===== src/rtl/exec_pkg.sv =====
// Shared types for the execute stage: base ALU op codes, M-extension op codes
// (funct3 encoding), branch funct3 constants and the sequencing FSM states.
package exec_pkg;

    typedef enum logic [3:0] {
        OP_ADD    = 4'd0,
        OP_SUB    = 4'd1,
        OP_AND    = 4'd2,
        OP_OR     = 4'd3,
        OP_XOR    = 4'd4,
        OP_SLL    = 4'd5,
        OP_SRL    = 4'd6,
        OP_SRA    = 4'd7,
        OP_SLT    = 4'd8,
        OP_SLTU   = 4'd9,
        OP_PASS_B = 4'd10
    } alu_op_e;

    typedef enum logic [2:0] {
        M_MUL    = 3'b000,
        M_MULH   = 3'b001,
        M_MULHSU = 3'b010,
        M_MULHU  = 3'b011,
        M_DIV    = 3'b100,
        M_DIVU   = 3'b101,
        M_REM    = 3'b110,
        M_REMU   = 3'b111
    } m_op_e;

    localparam logic [2:0] F3_BEQ  = 3'b000;
    localparam logic [2:0] F3_BNE  = 3'b001;
    localparam logic [2:0] F3_BLT  = 3'b100;
    localparam logic [2:0] F3_BGE  = 3'b101;
    localparam logic [2:0] F3_BLTU = 3'b110;
    localparam logic [2:0] F3_BGEU = 3'b111;

    typedef enum logic [1:0] {
        ST_IDLE = 2'd0,
        ST_MUL  = 2'd1,
        ST_DIV  = 2'd2,
        ST_FIX  = 2'd3
    } state_e;

endpackage


===== src/rtl/exec_if.sv =====
// Decode-to-execute-to-writeback bus: operation in (valid/ready), result out
// (valid/ready) plus the busy indication. master = upstream/downstream side,
// slave = the execute unit.
interface exec_if #(parameter int XLEN = 32);
    logic            in_valid;
    logic            in_ready;
    logic            sel_a;
    logic            sel_b;
    logic [2:0]      funct3;
    logic [4:0]      alu_ctrl;
    logic [XLEN-1:0] pc;
    logic [XLEN-1:0] rdata1;
    logic [XLEN-1:0] rdata2;
    logic [XLEN-1:0] imm_ext;
    logic            out_valid;
    logic            out_ready;
    logic [XLEN-1:0] alu_result;
    logic            br_flag;
    logic            busy;

    modport master (
        output in_valid, sel_a, sel_b, funct3, alu_ctrl, pc, rdata1, rdata2, imm_ext, out_ready,
        input  in_ready, out_valid, alu_result, br_flag, busy
    );

    modport slave (
        input  in_valid, sel_a, sel_b, funct3, alu_ctrl, pc, rdata1, rdata2, imm_ext, out_ready,
        output in_ready, out_valid, alu_result, br_flag, busy
    );
endinterface


===== src/rtl/exec_muldiv.sv =====
// Iterative RV32M datapath: shift-add multiply and restoring division on
// operand magnitudes, XLEN iterations after a one-cycle setup, then a
// combinational sign fix-up read by the parent in its FIX state.
// start loads the operands; done is high during the final iteration cycle.
module exec_muldiv
    import exec_pkg::*;
#(
    parameter int XLEN = 32
) (
    input  logic            clk,
    input  logic            rst_n,
    input  logic            start,
    input  m_op_e           op,
    input  logic [XLEN-1:0] a,
    input  logic [XLEN-1:0] b,
    output logic            done,
    output logic [XLEN-1:0] result
);
    localparam int CW = $clog2(XLEN);

    logic [XLEN-1:0]   hi_r, lo_r, dvs_r;
    logic [CW-1:0]     cnt_r;
    logic              run_r, neg_res_r, neg_rem_r;
    m_op_e             op_r;

    logic              a_neg_s, b_neg_s;
    logic [XLEN-1:0]   mag_a_s, mag_b_s;
    logic [XLEN:0]     mul_sum_s, div_shift_s, div_diff_s;
    logic [2*XLEN-1:0] prod_s;

    // Operand signedness and magnitudes for the op being started
    always_comb begin
        a_neg_s = a[XLEN-1] & (op != M_MULHU) & (op != M_DIVU) & (op != M_REMU);
        b_neg_s = b[XLEN-1] & (op != M_MULHU) & (op != M_MULHSU) & (op != M_DIVU) & (op != M_REMU);
        mag_a_s = a_neg_s ? (~a + {{(XLEN-1){1'b0}}, 1'b1}) : a;
        mag_b_s = b_neg_s ? (~b + {{(XLEN-1){1'b0}}, 1'b1}) : b;
    end

    // One iteration step for both algorithms
    always_comb begin
        mul_sum_s   = {1'b0, hi_r} + (lo_r[0] ? {1'b0, dvs_r} : {(XLEN+1){1'b0}});
        div_shift_s = {hi_r, lo_r[XLEN-1]};
        div_diff_s  = div_shift_s - {1'b0, dvs_r};
    end

    assign done = run_r & (cnt_r == CW'(XLEN-1));

    // Setup on start, then XLEN shift-add / restoring-divide iterations
    always_ff @(posedge clk or negedge rst_n) begin
        if (!rst_n) begin
            hi_r      <= {XLEN{1'b0}};
            lo_r      <= {XLEN{1'b0}};
            dvs_r     <= {XLEN{1'b0}};
            cnt_r     <= {CW{1'b0}};
            run_r     <= 1'b0;
            neg_res_r <= 1'b0;
            neg_rem_r <= 1'b0;
            op_r      <= M_MUL;
        end else if (start) begin
            hi_r      <= {XLEN{1'b0}};
            lo_r      <= mag_a_s;
            dvs_r     <= mag_b_s;
            cnt_r     <= {CW{1'b0}};
            run_r     <= 1'b1;
            neg_res_r <= (a_neg_s ^ b_neg_s) & (b != {XLEN{1'b0}});
            neg_rem_r <= a_neg_s;
            op_r      <= op;
        end else if (run_r) begin
            if (op_r[2]) begin
                if (div_diff_s[XLEN]) begin
                    hi_r <= div_shift_s[XLEN-1:0];
                    lo_r <= {lo_r[XLEN-2:0], 1'b0};
                end else begin
                    hi_r <= div_diff_s[XLEN-1:0];
                    lo_r <= {lo_r[XLEN-2:0], 1'b1};
                end
            end else begin
                {hi_r, lo_r} <= {mul_sum_s, lo_r[XLEN-1:1]};
            end
            cnt_r <= cnt_r + CW'(1);
            run_r <= ~done;
        end else begin
            run_r <= 1'b0;
        end
    end

    // Sign fix-up and half / quotient / remainder selection
    always_comb begin
        prod_s = neg_res_r ? (~{hi_r, lo_r} + {{(2*XLEN-1){1'b0}}, 1'b1}) : {hi_r, lo_r};
        case (op_r)
            M_MUL:                   result = prod_s[XLEN-1:0];
            M_MULH, M_MULHSU,
            M_MULHU:                 result = prod_s[2*XLEN-1:XLEN];
            M_DIV, M_DIVU:           result = neg_res_r ? (~lo_r + {{(XLEN-1){1'b0}}, 1'b1}) : lo_r;
            M_REM, M_REMU:           result = neg_rem_r ? (~hi_r + {{(XLEN-1){1'b0}}, 1'b1}) : hi_r;
            default:                 result = {XLEN{1'b0}};
        endcase
    end
endmodule


===== src/rtl/exec_unit_m.sv =====
// Execute stage with valid/ready handshake and registered result/branch flag.
// Optional feature macro: RV_M_EXT_EN builds the RV32M multiply/divide path
// (MUL/DIV/FIX states + exec_muldiv); without it M-ops return 0 in one cycle.
module exec_unit_m
    import exec_pkg::*;
#(
    parameter int XLEN = 32
) (
    input  logic   clk,
    input  logic   rst_n,
    exec_if.slave  bus
);
    localparam int SHW = $clog2(XLEN);
    localparam logic [XLEN-1:0] ONES = {XLEN{1'b1}};
    localparam logic [XLEN-1:0] ZERO = {XLEN{1'b0}};
    localparam logic [XLEN-1:0] SMIN = {1'b1, {(XLEN-1){1'b0}}};

    state_e          state_r;
    logic            out_valid_r, br_r;
    logic [XLEN-1:0] result_r;
    logic [XLEN-1:0] src_a_s, src_b_s, base_res_s;
    logic [SHW-1:0]  shamt_s;
    logic            br_s, in_ready_s, accept_s;

    assign src_a_s    = bus.sel_a ? bus.rdata1 : bus.pc;
    assign src_b_s    = bus.sel_b ? bus.imm_ext : bus.rdata2;
    assign shamt_s    = src_b_s[SHW-1:0];
    assign in_ready_s = (state_r == ST_IDLE) & (~out_valid_r | bus.out_ready);
    assign accept_s   = bus.in_valid & in_ready_s;

    assign bus.in_ready   = in_ready_s;
    assign bus.out_valid  = out_valid_r;
    assign bus.alu_result = result_r;
    assign bus.br_flag    = br_r;

    // Single-cycle base ALU
    always_comb begin
        case (bus.alu_ctrl[3:0])
            OP_ADD:    base_res_s = src_a_s + src_b_s;
            OP_SUB:    base_res_s = src_a_s - src_b_s;
            OP_AND:    base_res_s = src_a_s & src_b_s;
            OP_OR:     base_res_s = src_a_s | src_b_s;
            OP_XOR:    base_res_s = src_a_s ^ src_b_s;
            OP_SLL:    base_res_s = src_a_s << shamt_s;
            OP_SRL:    base_res_s = src_a_s >> shamt_s;
            OP_SRA:    base_res_s = $signed(src_a_s) >>> shamt_s;
            OP_SLT:    base_res_s = {{(XLEN-1){1'b0}}, $signed(src_a_s) < $signed(src_b_s)};
            OP_SLTU:   base_res_s = {{(XLEN-1){1'b0}}, src_a_s < src_b_s};
            OP_PASS_B: base_res_s = src_b_s;
            default:   base_res_s = ZERO;
        endcase
    end

    // Branch condition on the register operands
    always_comb begin
        case (bus.funct3)
            F3_BEQ:  br_s = (bus.rdata1 == bus.rdata2);
            F3_BNE:  br_s = (bus.rdata1 != bus.rdata2);
            F3_BLT:  br_s = ($signed(bus.rdata1) < $signed(bus.rdata2));
            F3_BGE:  br_s = ($signed(bus.rdata1) >= $signed(bus.rdata2));
            F3_BLTU: br_s = (bus.rdata1 < bus.rdata2);
            F3_BGEU: br_s = (bus.rdata1 >= bus.rdata2);
            default: br_s = 1'b0;
        endcase
    end

`ifdef RV_M_EXT_EN
    logic            div_zero_s, div_ovf_s, special_s, mdu_start_s, mdu_done_s;
    logic [XLEN-1:0] special_res_s, mdu_res_s;

    // Divide-by-zero and signed-overflow shortcuts resolved without iterating
    always_comb begin
        div_zero_s = (src_b_s == ZERO);
        div_ovf_s  = ~bus.funct3[0] & (src_a_s == SMIN) & (src_b_s == ONES);
        special_s  = bus.funct3[2] & (div_zero_s | div_ovf_s);
        case (bus.funct3)
            M_DIV:   special_res_s = div_zero_s ? ONES : src_a_s;
            M_DIVU:  special_res_s = ONES;
            M_REM:   special_res_s = div_zero_s ? src_a_s : ZERO;
            M_REMU:  special_res_s = src_a_s;
            default: special_res_s = ZERO;
        endcase
    end

    assign mdu_start_s = accept_s & bus.alu_ctrl[4] & ~special_s;
    assign bus.busy    = (state_r != ST_IDLE);

    exec_muldiv #(.XLEN(XLEN)) u_muldiv (
        .clk    (clk),
        .rst_n  (rst_n),
        .start  (mdu_start_s),
        .op     (m_op_e'(bus.funct3)),
        .a      (src_a_s),
        .b      (src_b_s),
        .done   (mdu_done_s),
        .result (mdu_res_s)
    );
`else
    assign bus.busy = 1'b0;
`endif

    // Sequencing FSM and registered result / valid / branch flag
    always_ff @(posedge clk or negedge rst_n) begin
        if (!rst_n) begin
            state_r     <= ST_IDLE;
            out_valid_r <= 1'b0;
            result_r    <= ZERO;
            br_r        <= 1'b0;
        end else begin
            case (state_r)
                ST_IDLE: begin
                    if (accept_s) begin
                        if (!bus.alu_ctrl[4]) begin
                            result_r    <= base_res_s;
                            br_r        <= br_s;
                            out_valid_r <= 1'b1;
`ifdef RV_M_EXT_EN
                        end else if (special_s) begin
                            result_r    <= special_res_s;
                            br_r        <= 1'b0;
                            out_valid_r <= 1'b1;
                        end else begin
                            br_r        <= 1'b0;
                            out_valid_r <= 1'b0;
                            state_r     <= bus.funct3[2] ? ST_DIV : ST_MUL;
`else
                        end else begin
                            result_r    <= ZERO;
                            br_r        <= 1'b0;
                            out_valid_r <= 1'b1;
`endif
                        end
                    end else if (bus.out_ready) begin
                        out_valid_r <= 1'b0;
                    end else begin
                        out_valid_r <= out_valid_r;
                    end
                end
`ifdef RV_M_EXT_EN
                ST_MUL, ST_DIV: begin
                    if (mdu_done_s) begin
                        state_r <= ST_FIX;
                    end else begin
                        state_r <= state_r;
                    end
                end
                ST_FIX: begin
                    result_r    <= mdu_res_s;
                    br_r        <= 1'b0;
                    out_valid_r <= 1'b1;
                    state_r     <= ST_IDLE;
                end
`endif
                default: begin
                    state_r     <= ST_IDLE;
                    out_valid_r <= 1'b0;
                end
            endcase
        end
    end
endmodule


===== src/flat_wrapper.sv =====
// flat-port wrapper written by rule: the top's interface ports become plain ports
module exec_unit_m_flat import exec_pkg::*;
#(
    parameter int XLEN = 32
)
  (clk, rst_n, bus_in_valid, bus_sel_a, bus_sel_b, bus_funct3, bus_alu_ctrl, bus_pc, bus_rdata1, bus_rdata2, bus_imm_ext, bus_out_ready, bus_in_ready, bus_out_valid, bus_alu_result, bus_br_flag, bus_busy);
  exec_if #(.XLEN(XLEN)) bus_i ();
  input  logic clk;
  input  logic rst_n;
  input wire logic [$bits(bus_i.in_valid)-1:0] bus_in_valid;
  input wire logic [$bits(bus_i.sel_a)-1:0] bus_sel_a;
  input wire logic [$bits(bus_i.sel_b)-1:0] bus_sel_b;
  input wire logic [$bits(bus_i.funct3)-1:0] bus_funct3;
  input wire logic [$bits(bus_i.alu_ctrl)-1:0] bus_alu_ctrl;
  input wire logic [$bits(bus_i.pc)-1:0] bus_pc;
  input wire logic [$bits(bus_i.rdata1)-1:0] bus_rdata1;
  input wire logic [$bits(bus_i.rdata2)-1:0] bus_rdata2;
  input wire logic [$bits(bus_i.imm_ext)-1:0] bus_imm_ext;
  input wire logic [$bits(bus_i.out_ready)-1:0] bus_out_ready;
  output wire logic [$bits(bus_i.in_ready)-1:0] bus_in_ready;
  output wire logic [$bits(bus_i.out_valid)-1:0] bus_out_valid;
  output wire logic [$bits(bus_i.alu_result)-1:0] bus_alu_result;
  output wire logic [$bits(bus_i.br_flag)-1:0] bus_br_flag;
  output wire logic [$bits(bus_i.busy)-1:0] bus_busy;
  assign bus_i.in_valid = bus_in_valid;
  assign bus_i.sel_a = bus_sel_a;
  assign bus_i.sel_b = bus_sel_b;
  assign bus_i.funct3 = bus_funct3;
  assign bus_i.alu_ctrl = bus_alu_ctrl;
  assign bus_i.pc = bus_pc;
  assign bus_i.rdata1 = bus_rdata1;
  assign bus_i.rdata2 = bus_rdata2;
  assign bus_i.imm_ext = bus_imm_ext;
  assign bus_i.out_ready = bus_out_ready;
  assign bus_in_ready = bus_i.in_ready;
  assign bus_out_valid = bus_i.out_valid;
  assign bus_alu_result = bus_i.alu_result;
  assign bus_br_flag = bus_i.br_flag;
  assign bus_busy = bus_i.busy;
  exec_unit_m #(.XLEN(XLEN)) u_core (.clk(clk), .rst_n(rst_n), .bus(bus_i));
endmodule

===== config.mk =====
export PLATFORM = sky130hd
export DESIGN_NAME = exec_unit_m_flat
export DESIGN_NICKNAME = d
export VERILOG_FILES = /design/src/rtl/exec_pkg.sv /design/src/rtl/exec_if.sv /design/src/rtl/exec_muldiv.sv /design/src/rtl/exec_unit_m.sv /design/src/flat_wrapper.sv
export SDC_FILE = /design/constraint.sdc
export NUM_CORES = 1
export LEC_CHECK = 0
export CORE_UTILIZATION = 35
export DETAILED_ROUTE_END_ITERATION = 8
export PLACE_DENSITY = 0.63
export SYNTH_ARGS = -nofsm -noshare
export SYNTH_HDL_FRONTEND = slang
export SYNTH_SLANG_ARGS = --single-unit
export TNS_END_PERCENT = 5

===== constraint.sdc =====
create_clock -name clk -period 1.9 [get_ports clk]
set_input_delay 0.19 -clock clk [delete_from_list [all_inputs] [get_ports clk]]
set_output_delay 0.19 -clock clk [all_outputs]
set_load 0.02 [all_outputs]

After elaboration in Yosys (flattened, before gate mapping)
Cells that the tools add are included.
- add/sub/neg operators: 2
- order comparisons: 6
- equality and inequality tests: 17
- shift operators: 3
- mux-type cells: 8
- bitwise logic cells: 6
- reductions and logical operators: 3
- operators by type and width (kind ; number):
    case mux 32 bit (11 select lines) ; 1
    < comparator 32 bit ; 4
    2-to-1 mux 32 bit ; 3
    greater-or-equal comparator 32 bit ; 2
    adder 32 bit ; 1
    bitwise AND 32 bit ; 1
    == test 32 bit ; 1
    inequality test 32 bit ; 1
    OR 32 bit ; 1
    << shifter 32 x 5 -> 32 bit ; 1
    >> shifter 32 x 5 -> 32 bit ; 1
    >>> shifter 32 x 5 -> 32 bit ; 1
    subtractor 32 bit ; 1
    XOR 32 bit ; 1
    == test 4 x 3 -> 1 bit, second input constant ; 4
    == test 3 bit, second input constant ; 4
    == test 4 bit, second input constant ; 3
    == test 4 x 2 -> 1 bit, second input constant ; 2
    case mux 1 bit (6 select lines) ; 1
    == test 4 x 1 -> 1 bit, second input constant ; 1
    zero test 4 bit ; 1
    == test 3 x 1 -> 1 bit, second input constant ; 1
    zero test 3 bit ; 1
    2-to-1 mux 1 bit ; 3
    4 further kinds ; 4
- bits in registers: 34
- logic and storage cells: 48

Longest topological paths before layout
- word-level depth: 4
- gate-level depth with buffers: 18
- gate-level depth less buffers: 14

Least setup slack after synthesis
OpenSTA, ideal clock, no wires.
- path type: input port to flip-flop
- start: input bus_sel_b
- end: register u_core.result_r[15] (netlist: u_core.bus.alu_result[15])
- library setup time: 0.126 ns
- data arrival time: 3.669 ns
- data required time: 1.774 ns
- setup slack: -1.895 ns
- stages: 15
- path buffers: 4
- path through: buf_6 mux2i_1 clkbuf_1 buf_2 buf_1 ha_1 inv_1 a21oi_1 o31a_1 o311a_1 o31a_1 o31a_1 a221oi_1 a21oi_1 a221o_1
- cells in the longest elaborated chain, start to end: 4
- elaborated cells on any way between the ends: 11
- ends and longest elaborated chain (element ; line ; source):
    from (decl) ; flat_wrapper.sv:12 ; input wire logic [$bits(bus_i.sel_b)-1:0] bus_sel_b;
    2-to-1 mux 32 bit (*) ; exec_unit_m.sv:26 ; assign src_b_s = bus.sel_b ? bus.imm_ext : bus.rdata2;
    subtractor 32 bit (tied with other cells) ; exec_unit_m.sv:40 ; OP_SUB: base_res_s = src_a_s - src_b_s;
    case mux 32 bit (11 select lines) (*) ; exec_unit_m.sv:38 ; case (bus.alu_ctrl[3:0])
    2-to-1 mux 32 bit (*) ; exec_unit_m.sv:113 ; if (!bus.alu_ctrl[4]) begin
    to (signal assigned) ; exec_unit_m.sv:114 ; result_r <= base_res_s;
    to (decl) ; exec_unit_m.sv:20 ; logic [XLEN-1:0] result_r;
Every way passes the cells marked *; elsewhere a longest branch is shown, timed or not.
A chain may end at the register's enable or synchronous reset.

Worst setup path in the final report
- start: input bus_rdata1[3]
- end: register u_core.result_r[31] (netlist: u_core.bus.alu_result[31])
- cells in the longest elaborated chain, start to end: 4
- elaborated cells on any way between the ends: 8
- ends and longest elaborated chain (element ; line ; source):
    from (decl) ; flat_wrapper.sv:16 ; input wire logic [$bits(bus_i.rdata1)-1:0] bus_rdata1;
    2-to-1 mux 32 bit (*) ; exec_unit_m.sv:25 ; assign src_a_s = bus.sel_a ? bus.rdata1 : bus.pc;
    subtractor 32 bit (tied with other cells) ; exec_unit_m.sv:40 ;
    case mux 32 bit (11 select lines) (*) ; exec_unit_m.sv:38 ;
    2-to-1 mux 32 bit (*) ; exec_unit_m.sv:113 ;
Marked as above.

==> impl_metrics.ini <==
[detailed_routing]
antenna_violating_nets_left = 0
first_pass_iters = 9
wirelength_um = 74900
routed_via_density = 5.97
avgRoutedWirePerCell_um = 25.6
number_of_vias_in_the_routed_layout = 17500
detail_route.iter0.violations = 1909
drc = 0

[synth]
post_synth_xor_area_fraction_pct = 1.38
ys_ff_latch = 34
synth_largest_area_cell = sky130_fd_sc_hd__ha_1
post_synth_main_area_contributors = sky130_fd_sc_hd__ha_1 14%, sky130_fd_sc_hd__mux2i_1 14%, sky130_fd_sc_hd__dfrtp_1 7.1%
ys_async_sr_fraction_pct = 100
yosys_warnings = 0
syn_area_um2 = 12100
syn_nets = 1981
synth_simple_gate_area_share_pct = 18.0
synth.distinct_cells = 86
ys.flop_type = sky130_fd_sc_hd__dfrtp_1
synth.top_cell.area_share_pct = 14.1
yosys.area_share.adder_pct = 14.4
largest_family_of_logic_cells_by_synthesized_area = compound AO/OA/AOI/OAI gates
synth-compound-area-share_pct = 33.4
synth_area_per_cell_um2 = 7.09
syn_inst = 1701
synth_common_cells = 166 x sky130_fd_sc_hd__mux2i_1, 166 x sky130_fd_sc_hd__nand2_1, 136 x sky130_fd_sc_hd__ha_1
synthMuxAreaShare_pct = 16.7
synth_enable_flop_cells = 0
synth_sequential_area_ratio_pct = 7.06

[placed_design]
detailedPlacementHpwl_um = 62100
routabilityCongestion = 1.04
dpl_cell_area_um2 = 19100
dp_cells = 2873
place.port_buffers = 176

[timing]
worst_pin_slew_ns = 0.628
min_period_over_period_pct = 166
max-slew-margin-rel_pct = 57.1
rsz0062_at_grt = yes
fmax_mhz = 318
final-max-slew-violation-count = 0
final_critical_path_setup_slack_ns = -1.25
fin_tns_setup_ns = -35.01
period_minus_slack_ns = 3.15
clock-skew-final_ns = 0.00934
finalHoldViolCount = 0
finalHoldWorstSlack_ns = 0.345
setup_viol = 33

[finish]
n_antenna_cell = 0
flow.area_growth_from_synthesis_pct = 73.1
postLayoutCoreUtil_pct = 61.9
number_of_nets_in_the_layout = 2757
instances_no_fill = 2925
final_cell_area_um2 = 20900
final_layout_size_suffix_gt1_share_pct = 38.3

[worst_setup_path]
worstSetupStartpointType = primary input
critical_path.max_fanout = 5
critPathArrivalTime_ns = 3.33
worstSetupPathType = in -> reg
critical_path_buf_inv_count = 2
reg_to_reg_end = u_core.bus.alu_result[30]
rr_startpoint = u_core.bus.out_valid
crit_chain = clkdlybuf4s50_1 > mux2i_4 > ha_4 > o211ai_1 > o211ai_1 > nand2_2 > a31o_4 > a2111oi_4 > buf_4 > o21ai_4 > a32oi_2 > o221a_2 > o21ai_2
crit_slowest_cell = sky130_fd_sc_hd__clkdlybuf4s50_1
setup.reg_to_reg.worst_slack_ns = -0.22
critical_path.max_stage_delay_ns = 0.54
cpMostUsedCell = sky130_fd_sc_hd__o211ai_1
critical_path_s_top_delay_family = compound AO/OA/AOI/OAI gates
worst_r2r_path_depth = 8
endpoint_kind = flop
required_ns = 2.09

[clock_network]
clkSinkCount = 34
cts_root_buf = sky130_fd_sc_hd__clkbuf_16
clk_pin_slew_ns = 0.07
cts_max_level = 2
insertion_delay_ns = 0.30
clockBufferDepth = 2
cts_buf_count = 5
cts_tree = yes

[global_route]
grt_antenna_before_repair = 0
grt_util_all_layers_pct = 41.3
first_global_vias = 17200
grt_first_pass_wirelength_um = 109000
overflow = 0
grt_max_degree = 47

[min_path]
hold_path_class = in -> async

[floorplanning]
floorplan.die.height_um = 188
die_area_um2 = 35200
floorplan.io_pins = 178
starting_density_pct = 35.8
std_cell_rows = 67
core_area_um2 = 33700
die_width_um = 188

[outcome]
outcome = finished, violations left
failed_checks = setup timing

[power]
vdd_ir_drop_max_v = 0.000415
power.density_nw_per_um2 = 474
total_leakage_power_nw = 9.79

[run]
maxCapViolations = 0
-- final cells by class --
| class | instances | area [um^2] |
|---|---|---|
| fill | 3070 | 12800 |
| multi-input combinational | 1412 | 11400 |
| timing repair buffer | 896 | 7460 |
| sequential | 34 | 851 |
| tap | 448 | 561 |
| inverter | 128 | 504 |
| clock buffer | 7 | 133 |
-- logic make-up (layout without fill, tap and decap cells) --
family | Yosys count | count (layout)
AO/OA/AOI/OAI | 598 | 598
AND/OR/NAND/NOR | 469 | 469
buffers and inverters | 255 | 1031
adder cells (fa/ha/maj) | 138 | 138
flip-flops | 34 | 34
other | 1 | 1
XOR/XNOR | 19 | 19
multiplexers | 187 | 187
-- per-layer routing --
| metal | wire length, um | track usage (%) | part of all wire [%] | up-vias |
|---|---|---|---|---|
| met5 | 0 | 0 | 0 | - |
| met2 | 33500 | 67.1 | 45 | 1055 |
| li1 | - | - | - | 7873 |
| met4 | 4430 | 22.4 | 5.9 | 0 |
| met1 | 30500 | 51.8 | 41 | 8325 |
| met3 | 6580 | 7.36 | 8.8 | 211 |
-- repair_timing --
item	4_1_cts	5_1_grt
resized for setup	210	87
setup buffers	26	19
cloned	2	0
hold buffers	1	0
endpoints found under the setup margin	33	33
hold endpoints to repair	12	0
pin swaps	64	45
-- per-stage QoR --
stage | total power, W | worst slack (ns)
after CTS | 0.00944 | -1.17
after detailed placement | 0.00804 | -2.21
after floorplan | 0.00419 | -1.42
final | 0.00990 | -1.25
after global routing | 0.0103 | -1.34
after global placement | 0.00799 | -2.22
-- flip-flops by register name (all words and copies together), names as in the netlist --
signal and flops:
u_core.bus.out_valid 1, u_core.bus.alu_result 32, u_core.bus.br_flag 1
-- power breakdown --
group          switching (W)  leakage, nW  internal, W
sequential         0.0000710        0.450     0.000812
combinational        0.00431         9.27      0.00384
clock               0.000382       0.0640     0.000482
-- worst max-delay path by stage --
stage / startpoint / endpoint / slack, ns / cells past startpoint
2_1_floorplan: bus_sel_b / u_core.bus.alu_result[15] / -1.42 / 15
3_3_place_gp: bus_rdata2[12] / u_core.bus.alu_result[24] / -2.22 / 14
3_5_place_dp: bus_rdata1[0] / u_core.bus.alu_result[24] / -2.21 / 15
4_1_cts: bus_sel_b / u_core.bus.alu_result[26] / -1.17 / 17
5_1_grt: bus_rdata2[22] / u_core.bus.alu_result[29] / -1.34 / 17
6_report: bus_rdata1[3] / u_core.bus.alu_result[31] / -1.25 / 13
-- placed cells by master (no fill, tap or decap), types with 14 or more instances in the layout --
| cell | netlist | final |
|---|---|---|
| sky130_fd_sc_hd__nor3_1 | 31 | 24 |
| sky130_fd_sc_hd__nor2_1 | 126 | 120 |
| sky130_fd_sc_hd__buf_12 | 1 | 15 |
| sky130_fd_sc_hd__dfrtp_1 | 34 | 34 |
| sky130_fd_sc_hd__o22ai_1 | 23 | 22 |
| sky130_fd_sc_hd__buf_4 | 5 | 687 |
| sky130_fd_sc_hd__nor2b_1 | 14 | 14 |
| sky130_fd_sc_hd__a21o_1 | 33 | 33 |
| sky130_fd_sc_hd__a221o_1 | 14 | 14 |
| sky130_fd_sc_hd__a21oi_1 | 127 | 108 |
| sky130_fd_sc_hd__clkdlybuf4s50_1 | 0 | 152 |
| sky130_fd_sc_hd__a221oi_1 | 18 | 16 |
| sky130_fd_sc_hd__a211oi_1 | 34 | 22 |
| sky130_fd_sc_hd__mux2i_1 | 166 | 144 |
| sky130_fd_sc_hd__xnor2_1 | 14 | 14 |
| sky130_fd_sc_hd__nand2_1 | 166 | 163 |
| sky130_fd_sc_hd__inv_2 | 5 | 15 |
| sky130_fd_sc_hd__o211ai_1 | 34 | 34 |
| sky130_fd_sc_hd__ha_1 | 136 | 104 |
| sky130_fd_sc_hd__a31oi_1 | 30 | 25 |
| sky130_fd_sc_hd__a22oi_1 | 17 | 17 |
| sky130_fd_sc_hd__inv_1 | 119 | 104 |
| sky130_fd_sc_hd__mux2i_4 | 6 | 20 |
| sky130_fd_sc_hd__a21oi_2 | 0 | 18 |
| sky130_fd_sc_hd__nand3_1 | 31 | 29 |
| sky130_fd_sc_hd__buf_6 | 8 | 14 |
| sky130_fd_sc_hd__ha_4 | 0 | 23 |
| sky130_fd_sc_hd__o21ai_0 | 118 | 81 |
| sky130_fd_sc_hd__nand4_1 | 18 | 18 |
| sky130_fd_sc_hd__o21ai_1 | 8 | 32 |
| sky130_fd_sc_hd__and3_1 | 16 | 14 |
(Power assumes the default switching activity.)
